$ cat src/rtl/wb_arbiter2_if.sv
// Wishbone classic bus bundle used for both master-side and slave-side
// connections of wb_arbiter2.
//   adr/dat_w/sel/we/cyc/stb : request fields, driven by the bus master
//   dat_r/ack/err/rty        : response fields, driven by the bus slave
// modport master : the side that issues requests
// modport slave  : the side that answers requests
interface wb_arbiter2_if;
  logic [31:0] adr;
  logic [31:0] dat_w;
  logic [31:0] dat_r;
  logic [3:0]  sel;
  logic        we;
  logic        cyc;
  logic        stb;
  logic        ack;
  logic        err;
  logic        rty;

  modport master (output adr, dat_w, sel, we, cyc, stb,
                  input  dat_r, ack, err, rty);
  modport slave  (input  adr, dat_w, sel, we, cyc, stb,
                  output dat_r, ack, err, rty);
endinterface

$ cat src/rtl/wb_arbiter2.sv
// Two-master Wishbone classic arbiter in front of the SRAM slave.
// m0 = instruction fetch, m1 = data memory. Grant is registered, the owner's
// request is muxed onto the slave port, responses go back to the owner only.
// A watchdog terminates an access that sees no response for TIMEOUT cycles.
// Ports:
//   clk_bus : bus clock, rising edge
//   rst_bus : asynchronous active-high reset
//   m0, m1  : master-facing ports (slave modport)
//   s       : slave-facing port (master modport)
module wb_arbiter2 #(
  parameter int unsigned TIMEOUT = 16  // legal 2..255
) (
  input  logic          clk_bus,
  input  logic          rst_bus,
  wb_arbiter2_if.slave  m0,
  wb_arbiter2_if.slave  m1,
  wb_arbiter2_if.master s
);
  localparam logic [7:0] TO = 8'(TIMEOUT);

  typedef enum logic [1:0] {IDLE, GNT0, GNT1} state_t;

  state_t     r_state, w_state_nxt;
  logic       r_last,  w_last_nxt;
  logic [7:0] r_wdog;
  logic       w_gnt0, w_gnt1, w_fire, w_wd_clr;

  assign w_gnt0 = (r_state == GNT0);
  assign w_gnt1 = (r_state == GNT1);
  assign w_fire = (w_gnt0 | w_gnt1) & (r_wdog == TO);

  // Next state: cycles are locked while the owner holds cyc; on release the
  // other requester takes over directly, with no IDLE bubble.
  always_comb begin
    w_state_nxt = r_state;
    w_last_nxt  = r_last;
    case (r_state)
      IDLE: begin
        if (m0.cyc && m1.cyc) w_state_nxt = r_last ? GNT0 : GNT1;
        else if (m0.cyc)      w_state_nxt = GNT0;
        else if (m1.cyc)      w_state_nxt = GNT1;
      end
      GNT0: if (!m0.cyc) begin
        w_last_nxt  = 1'b0;
        w_state_nxt = m1.cyc ? GNT1 : IDLE;
      end
      GNT1: if (!m1.cyc) begin
        w_last_nxt  = 1'b1;
        w_state_nxt = m0.cyc ? GNT0 : IDLE;
      end
      default: w_state_nxt = IDLE;
    endcase
  end

  // Slave port mux; everything is zero while nobody owns the bus.
  always_comb begin
    s.adr   = '0;
    s.dat_w = '0;
    s.sel   = '0;
    s.we    = 1'b0;
    s.cyc   = 1'b0;
    s.stb   = 1'b0;
    if (w_gnt0) begin
      s.adr   = m0.adr;
      s.dat_w = m0.dat_w;
      s.sel   = m0.sel;
      s.we    = m0.we;
      s.cyc   = m0.cyc;
      s.stb   = m0.cyc & m0.stb & ~w_fire;
    end else if (w_gnt1) begin
      s.adr   = m1.adr;
      s.dat_w = m1.dat_w;
      s.sel   = m1.sel;
      s.we    = m1.we;
      s.cyc   = m1.cyc;
      s.stb   = m1.cyc & m1.stb & ~w_fire;
    end
  end

  // Responses: read data is broadcast, handshakes reach the owner only.
  assign m0.dat_r = s.dat_r;
  assign m1.dat_r = s.dat_r;
  assign m0.ack   = w_gnt0 & s.ack;
  assign m0.rty   = w_gnt0 & s.rty;
  assign m0.err   = w_gnt0 & (s.err | w_fire);
  assign m1.ack   = w_gnt1 & s.ack;
  assign m1.rty   = w_gnt1 & s.rty;
  assign m1.err   = w_gnt1 & (s.err | w_fire);

  // Watchdog restarts on any response, idle strobe, grant change, or after
  // it has fired, so a retried access gets a fresh window.
  assign w_wd_clr = (w_state_nxt != r_state) | s.ack | s.err | s.rty |
                    ~s.stb | w_fire;

  always_ff @(posedge clk_bus or posedge rst_bus) begin
    if (rst_bus) begin
      r_state <= IDLE;
      r_last  <= 1'b1;  // m0 wins the first tie
      r_wdog  <= '0;
    end else begin
      r_state <= w_state_nxt;
      r_last  <= w_last_nxt;
      if (w_wd_clr)            r_wdog <= '0;
      else if (r_wdog != 8'hFF) r_wdog <= r_wdog + 8'd1;
    end
  end
endmodule
$ cat src/flat_wrapper.sv
// flat-port wrapper written by rule: the top's interface ports become plain ports
module wb_arbiter2_flat 
#(
  parameter int unsigned TIMEOUT = 16                 
)
  (clk_bus, rst_bus, m0_adr, m0_dat_w, m0_sel, m0_we, m0_cyc, m0_stb, m0_dat_r, m0_ack, m0_err, m0_rty, m1_adr, m1_dat_w, m1_sel, m1_we, m1_cyc, m1_stb, m1_dat_r, m1_ack, m1_err, m1_rty, s_adr, s_dat_w, s_sel, s_we, s_cyc, s_stb, s_dat_r, s_ack, s_err, s_rty);
  wb_arbiter2_if m0_i ();
  wb_arbiter2_if m1_i ();
  wb_arbiter2_if s_i ();
  input  logic clk_bus;
  input  logic rst_bus;
  input wire logic [$bits(m0_i.adr)-1:0] m0_adr;
  input wire logic [$bits(m0_i.dat_w)-1:0] m0_dat_w;
  input wire logic [$bits(m0_i.sel)-1:0] m0_sel;
  input wire logic [$bits(m0_i.we)-1:0] m0_we;
  input wire logic [$bits(m0_i.cyc)-1:0] m0_cyc;
  input wire logic [$bits(m0_i.stb)-1:0] m0_stb;
  output wire logic [$bits(m0_i.dat_r)-1:0] m0_dat_r;
  output wire logic [$bits(m0_i.ack)-1:0] m0_ack;
  output wire logic [$bits(m0_i.err)-1:0] m0_err;
  output wire logic [$bits(m0_i.rty)-1:0] m0_rty;
  input wire logic [$bits(m1_i.adr)-1:0] m1_adr;
  input wire logic [$bits(m1_i.dat_w)-1:0] m1_dat_w;
  input wire logic [$bits(m1_i.sel)-1:0] m1_sel;
  input wire logic [$bits(m1_i.we)-1:0] m1_we;
  input wire logic [$bits(m1_i.cyc)-1:0] m1_cyc;
  input wire logic [$bits(m1_i.stb)-1:0] m1_stb;
  output wire logic [$bits(m1_i.dat_r)-1:0] m1_dat_r;
  output wire logic [$bits(m1_i.ack)-1:0] m1_ack;
  output wire logic [$bits(m1_i.err)-1:0] m1_err;
  output wire logic [$bits(m1_i.rty)-1:0] m1_rty;
  output wire logic [$bits(s_i.adr)-1:0] s_adr;
  output wire logic [$bits(s_i.dat_w)-1:0] s_dat_w;
  output wire logic [$bits(s_i.sel)-1:0] s_sel;
  output wire logic [$bits(s_i.we)-1:0] s_we;
  output wire logic [$bits(s_i.cyc)-1:0] s_cyc;
  output wire logic [$bits(s_i.stb)-1:0] s_stb;
  input wire logic [$bits(s_i.dat_r)-1:0] s_dat_r;
  input wire logic [$bits(s_i.ack)-1:0] s_ack;
  input wire logic [$bits(s_i.err)-1:0] s_err;
  input wire logic [$bits(s_i.rty)-1:0] s_rty;
  assign m0_i.adr = m0_adr;
  assign m0_i.dat_w = m0_dat_w;
  assign m0_i.sel = m0_sel;
  assign m0_i.we = m0_we;
  assign m0_i.cyc = m0_cyc;
  assign m0_i.stb = m0_stb;
  assign m0_dat_r = m0_i.dat_r;
  assign m0_ack = m0_i.ack;
  assign m0_err = m0_i.err;
  assign m0_rty = m0_i.rty;
  assign m1_i.adr = m1_adr;
  assign m1_i.dat_w = m1_dat_w;
  assign m1_i.sel = m1_sel;
  assign m1_i.we = m1_we;
  assign m1_i.cyc = m1_cyc;
  assign m1_i.stb = m1_stb;
  assign m1_dat_r = m1_i.dat_r;
  assign m1_ack = m1_i.ack;
  assign m1_err = m1_i.err;
  assign m1_rty = m1_i.rty;
  assign s_adr = s_i.adr;
  assign s_dat_w = s_i.dat_w;
  assign s_sel = s_i.sel;
  assign s_we = s_i.we;
  assign s_cyc = s_i.cyc;
  assign s_stb = s_i.stb;
  assign s_i.dat_r = s_dat_r;
  assign s_i.ack = s_ack;
  assign s_i.err = s_err;
  assign s_i.rty = s_rty;
  wb_arbiter2 #(.TIMEOUT(TIMEOUT)) u_core (.clk_bus(clk_bus), .rst_bus(rst_bus), .m0(m0_i), .m1(m1_i), .s(s_i));
endmodule
$ cat config.mk
export PLATFORM = sky130hd
export DESIGN_NAME = wb_arbiter2_flat
export DESIGN_NICKNAME = d
export VERILOG_FILES = /design/src/rtl/wb_arbiter2_if.sv /design/src/rtl/wb_arbiter2.sv /design/src/flat_wrapper.sv
export SDC_FILE = /design/constraint.sdc
export NUM_CORES = 1
export LEC_CHECK = 0
export ABC_AREA = 1
export BUFFER_PORTS_ARGS = -buffer_cell sky130_fd_sc_hd__buf_4
export CORE_AREA = 2 2 125 127
export CTS_BUF_LIST = sky130_fd_sc_hd__clkbuf_4 sky130_fd_sc_hd__clkbuf_8 sky130_fd_sc_hd__clkbuf_16
export DETAILED_ROUTE_END_ITERATION = 12
export DIE_AREA = 0 0 127 129
export PLACE_DENSITY = 0.42
export SLEW_MARGIN = 20
export SYNTH_ARGS = -nofsm -noshare
export SYNTH_HDL_FRONTEND = slang
export SYNTH_SLANG_ARGS = --single-unit
$ cat constraint.sdc
create_clock -name clk_bus -period 4.5 [get_ports clk_bus]
set_clock_uncertainty 0.05 [all_clocks]
set_input_delay 1.35 -clock clk_bus [delete_from_list [all_inputs] [get_ports clk_bus]]
set_output_delay 1.35 -clock clk_bus [all_outputs]
set_load 0.01 [all_outputs]
After elaboration in Yosys (flattened, before gate mapping)
Cells that the tools add are included.
{ "word_totals": {"in_bits": 179, "output_inout_bits": 141, "regBits": 11, "elab_cells": 62} }
{ "op_classes": {"bitwise": 20, "eq_ne": 7, "add_sub_neg": 1, "reduce_logical": 5, "mux": 26} }
{ "ops": {"columns": ["op", "n"], "rows": [
  ["32-bit 2-to-1 mux", 4],
  ["8-bit 2-to-1 mux", 2],
  ["2-bit 2-to-1 mux", 7],
  ["1-bit bitwise AND", 11],
  ["1-bit 2-to-1 mux", 9],
  ["8-bit by 1-bit adder with 8-bit output, second input constant", 1],
  ["8-bit by 5-bit equality test with 1-bit output, second input constant", 1],
  ["4-bit 2-to-1 mux", 2],
  ["8-bit != test, second input constant", 1],
  ["1-bit OR", 7],
  ["2-bit case mux with 3 select lines", 1],
  ["2-bit != test, second input constant", 2],
  ["2-bit nonzero test", 2],
  ["3-bit AND reduction", 1],
  ["2-bit by 1-bit equality test with 1-bit output, second input constant", 1],
  ["2-bit equality test, second input constant", 1],
  ["2-bit logical NOT", 1],
  ["2-bit != test", 1],
  ["1-bit inverter", 2],
  ["1-bit case mux with 2 select lines", 1],
  ["1-bit logical AND", 1]
]} }

Depth between registers and ports, before layout
{ "depth": {"word_depth": 11, "ltp_mapped": 10, "mapped_depth_nobuf": 10} }

Worst setup path before layout
Ideal clock, no wire load.
{ "synth_timing": {"path_type": "input port to output port", "from": "in m1_cyc", "to": "out s_stb", "path_stages": 6, "arrival_ns": 1.730, "n_path_buf": 0, "slack_ns": 1.370, "cell_sequence": "nand2_1 > clkinv_1 > nand3_1 > nand2_1 > nand2_1 > inv_1"} }
{ "synth_via": {"elab_chain_cells": 4} }
{ "synth_rtl": {"columns": ["item", "line", "rtl"], "rows": [
  ["start: declaration", "flat_wrapper.sv:26", "input wire logic [$bits(m1_i.cyc)-1:0] m1_cyc;"],
  ["1-bit bitwise AND (2 in series)", "wb_arbiter2.sv:76", "s.stb = m1.cyc & m1.stb & ~w_fire;"],
  ["1-bit 2-to-1 mux", "wb_arbiter2.sv:70", "end else if (w_gnt1) begin"],
  ["1-bit 2-to-1 mux", "wb_arbiter2.sv:63", "if (w_gnt0) begin"],
  ["end: declaration", "flat_wrapper.sv:37", "output wire logic [$bits(s_i.stb)-1:0] s_stb;"]
]} }
Every way passes these cells.

Final worst setup path
{ "layout_timing": {"from": "reg u_core.r_state[0]", "to": "out s_dat_w[4]"} }
{ "layout_via": {"elab_chain_cells": 3, "word_cells_on_any_way": 4, "cone_classes": "2 x eq/ne; 2 x mux"} }
{ "layout_rtl": {"columns": ["item", "line", "rtl"], "rows": [
  ["start: declaration", "wb_arbiter2.sv:23", "state_t r_state, w_state_nxt;"],
  ["start signal: assignment", "wb_arbiter2.sv:101", "r_state <= w_state_nxt;"],
  ["2-bit equality test", "wb_arbiter2.sv:29", "assign w_gnt1 = (r_state == GNT1);"],
  ["via u_core.w_gnt1", "wb_arbiter2.sv:26", "logic w_gnt0, w_gnt1, w_fire, w_wd_clr;"],
  ["32-bit 2-to-1 mux", "wb_arbiter2.sv:70", null],
  ["32-bit 2-to-1 mux", "wb_arbiter2.sv:63", null],
  ["end: declaration", "flat_wrapper.sv:33", "output wire logic [$bits(s_i.dat_w)-1:0] s_dat_w;"]
]} }
The timed path passes the listed nets, and every way through them passes these cells.

==> results.cfg <==
[layout]
drive_gt1_share_pct = 58.08
fill_cells = 1679
area_growth_pct = 72.79
final_util_pct = 23.72
fin_nets = 613
antennaDiodeCount = 0
postLayoutCellArea_mm2 = 0.003552

[run]
max_cap_viol_count = 0

[floorplanning]
coreArea_mm2 = 0.01498
die_h_um = 129
die_area_mm2 = 0.01638
initial_core_util_pct = 13.73
ios = 320
rows = 45
die_w_um = 127

[placed_design]
placed_area_mm2 = 0.003470
portBuffers = 223
preCtsSetupSlack_ns = 0.9790
place_hpwl_mm = 11.63
place_congestion = 0.7669

[setup_path]
required_ns = 3.10
crit_type = reg -> out
crit_path_start_kind = flip-flop
cp_max_fo = 32
critPathCaptureType = output port
cp.arrival_ns = 2.36

[run_status]
status = completed

[timing]
tightest_slew_ns = 0.7892
finalSetupTns_ns = 0
rsz0062_at_grt = false
hold_violations = 0
setup_viol = 0
period_share_pct = 83.66
fin_crit_ns = 3.765
drv_slew = 0
fin_ws_ns = 0.7354
max_slew_margin_pct = 47.39
fmax_mhz = 265.6

[global_routing]
grt_pass1_vias = 2444
grt_max_degree = 77
grt_usage_pct = 14.71
antenna_found_initial = 2
grt_pass1_wl_mm = 17.18
gr-total-overflow = 0

[cts]
cts_tree = built
cts-htree-levels = 1
root_buffer = clkbuf_16
clk_latency_ns = 0.24
cts_hold_buf = 0
clk_pin_slew_ns = 0.04
cts_buffer_depth = 2
numCtsBuffers = 3
cts_sinks = 11
ctsResizeCount = 0
post_cts_buffers = 0

[routing]
firstDrtPassIters = 4
viasPerCell = 4.078
routedWlPerCell_um = 21.70
drtIter0Drc = 113
ant_nets = 0
wl_mm = 13.34
drc = 0
vias = 2508

[logic_synthesis]
syn_area_mm2 = 0.002056
syn-num-nets = 460
ys_ff_latch = 11
synth_common_cells = a22o_1, buf_4, nand2_1
ys_warn_count = 0
synth-edff-count = 0
ys_types = 24
yosysTopAreaCellShare_pct = 29.40
yosys-top-cells-area = a22o_1, buf_4, dfrtp_1
async_flop_share_pct = 100.0
ys_seq_area_share_pct = 13.45
post-synth-top-count-cell = a22o_1
netlist_instances = 275
synth.avg_cell_area_um2 = 7.475
yosysTopAreaCell = a22o_1
synthFlopType = dfrtp_1

[power_and_ir_drop]
p_leak_nw = 1.875
peakVddDrop_mv = 0.2110
totalPowerFinal_w = 0.001709
power_density_mw_per_mm2 = 481.2

[worst_hold_path]
hp-class = reg -> reg
layer usage:
layer	GRT usage, %	routed length [µm]	vias up
met5	0	25	-
met4	2.521	153	4
met3	12.27	2472	23
met2	18.25	5125	161
met1	19.35	5567	1114
li1	-	-	1206
placed cells by master, fill, tap and decap left out, types with 2 or more instances in the layout:
master	instances
nor3_2	8
nor2_2	2
clkbuf_16	3
inv_1	25
nand3_1	13
dfrtp_1	10
o21ai_0	10
nor2_1	7
buf_4	226
a22o_1	69
nand2_1	34
ha_1	5
flip-flops by register name (all words and copies together), names as in the netlist:
| register | cells |
|---|---|
| u_core.r_last | 1 |
| u_core.r_wdog | 8 |
| u_core.r_state | 2 |
cell families after synthesis:
family / Yosys count / share of synthesized area [%]
flops: 11 / 13.45
compound gates: 80 / 32.20
fa+ha+maj: 6 / 3.652
buf+inv: 106 / 31.47
xor+xnor: 1 / 0.4261
simple gates: 71 / 18.81
final cells by class:
class                           instances  area [µm²]  area share (%)
Clock buffer                            4       82.58           2.325
Inverter                               27       101.3           2.853
Sequential cell                        11       276.5           7.784
Timing Repair Buffer                  227        1717           48.33
Multi-Input combinational cell        158        1140           32.09
Tap cell                              188       235.2           6.622
metrics by stage:
step | hold slack [ns] | cells
after floorplan | 0.4192 | 275
after global placement | 0.5164 | 611
after detailed placement | 0.5063 | 611
after CTS | 0.5157 | 615
after global routing | 0.5591 | 615
final | 0.5042 | 615
worst max-delay path, cell delays in order, from the launching register on:
cell and delay (ns):
dfrtp_1 0.41, inv_1 0.14, ha_1 0.26, inv_1 0.12, nor2_4 0.61, buf_12 0.26
a22o_1 0.16, buf_4 0.14
report_power, final:
part | switching (W) | internal [W] | total (W)
Clock | 0.0000427 | 0.000125 | 0.000168
Sequential | 0.0000140 | 0.000115 | 0.000129
Combinational | 0.000765 | 0.000648 | 0.00141
worst paths after layout:
check | start | end | slack (ns) | depth (start not counted)
worst max-delay path | u_core.r_state[0] | s_dat_w[4] | 0.74 | 7
worst min-delay path | u_core.r_last | u_core.r_last | 0.50 | 2
worst max register to register | u_core.r_state[1] | u_core.r_wdog[1] | 2.06 | 11
worst min register to register | u_core.r_last | u_core.r_last | 0.50 | 2
max in group asynchronous | rst_bus | u_core.r_last | 2.97 | 2
min in group asynchronous | rst_bus | u_core.r_wdog[1] | 1.09 | 2
Power figures use the tool's default switching activity.
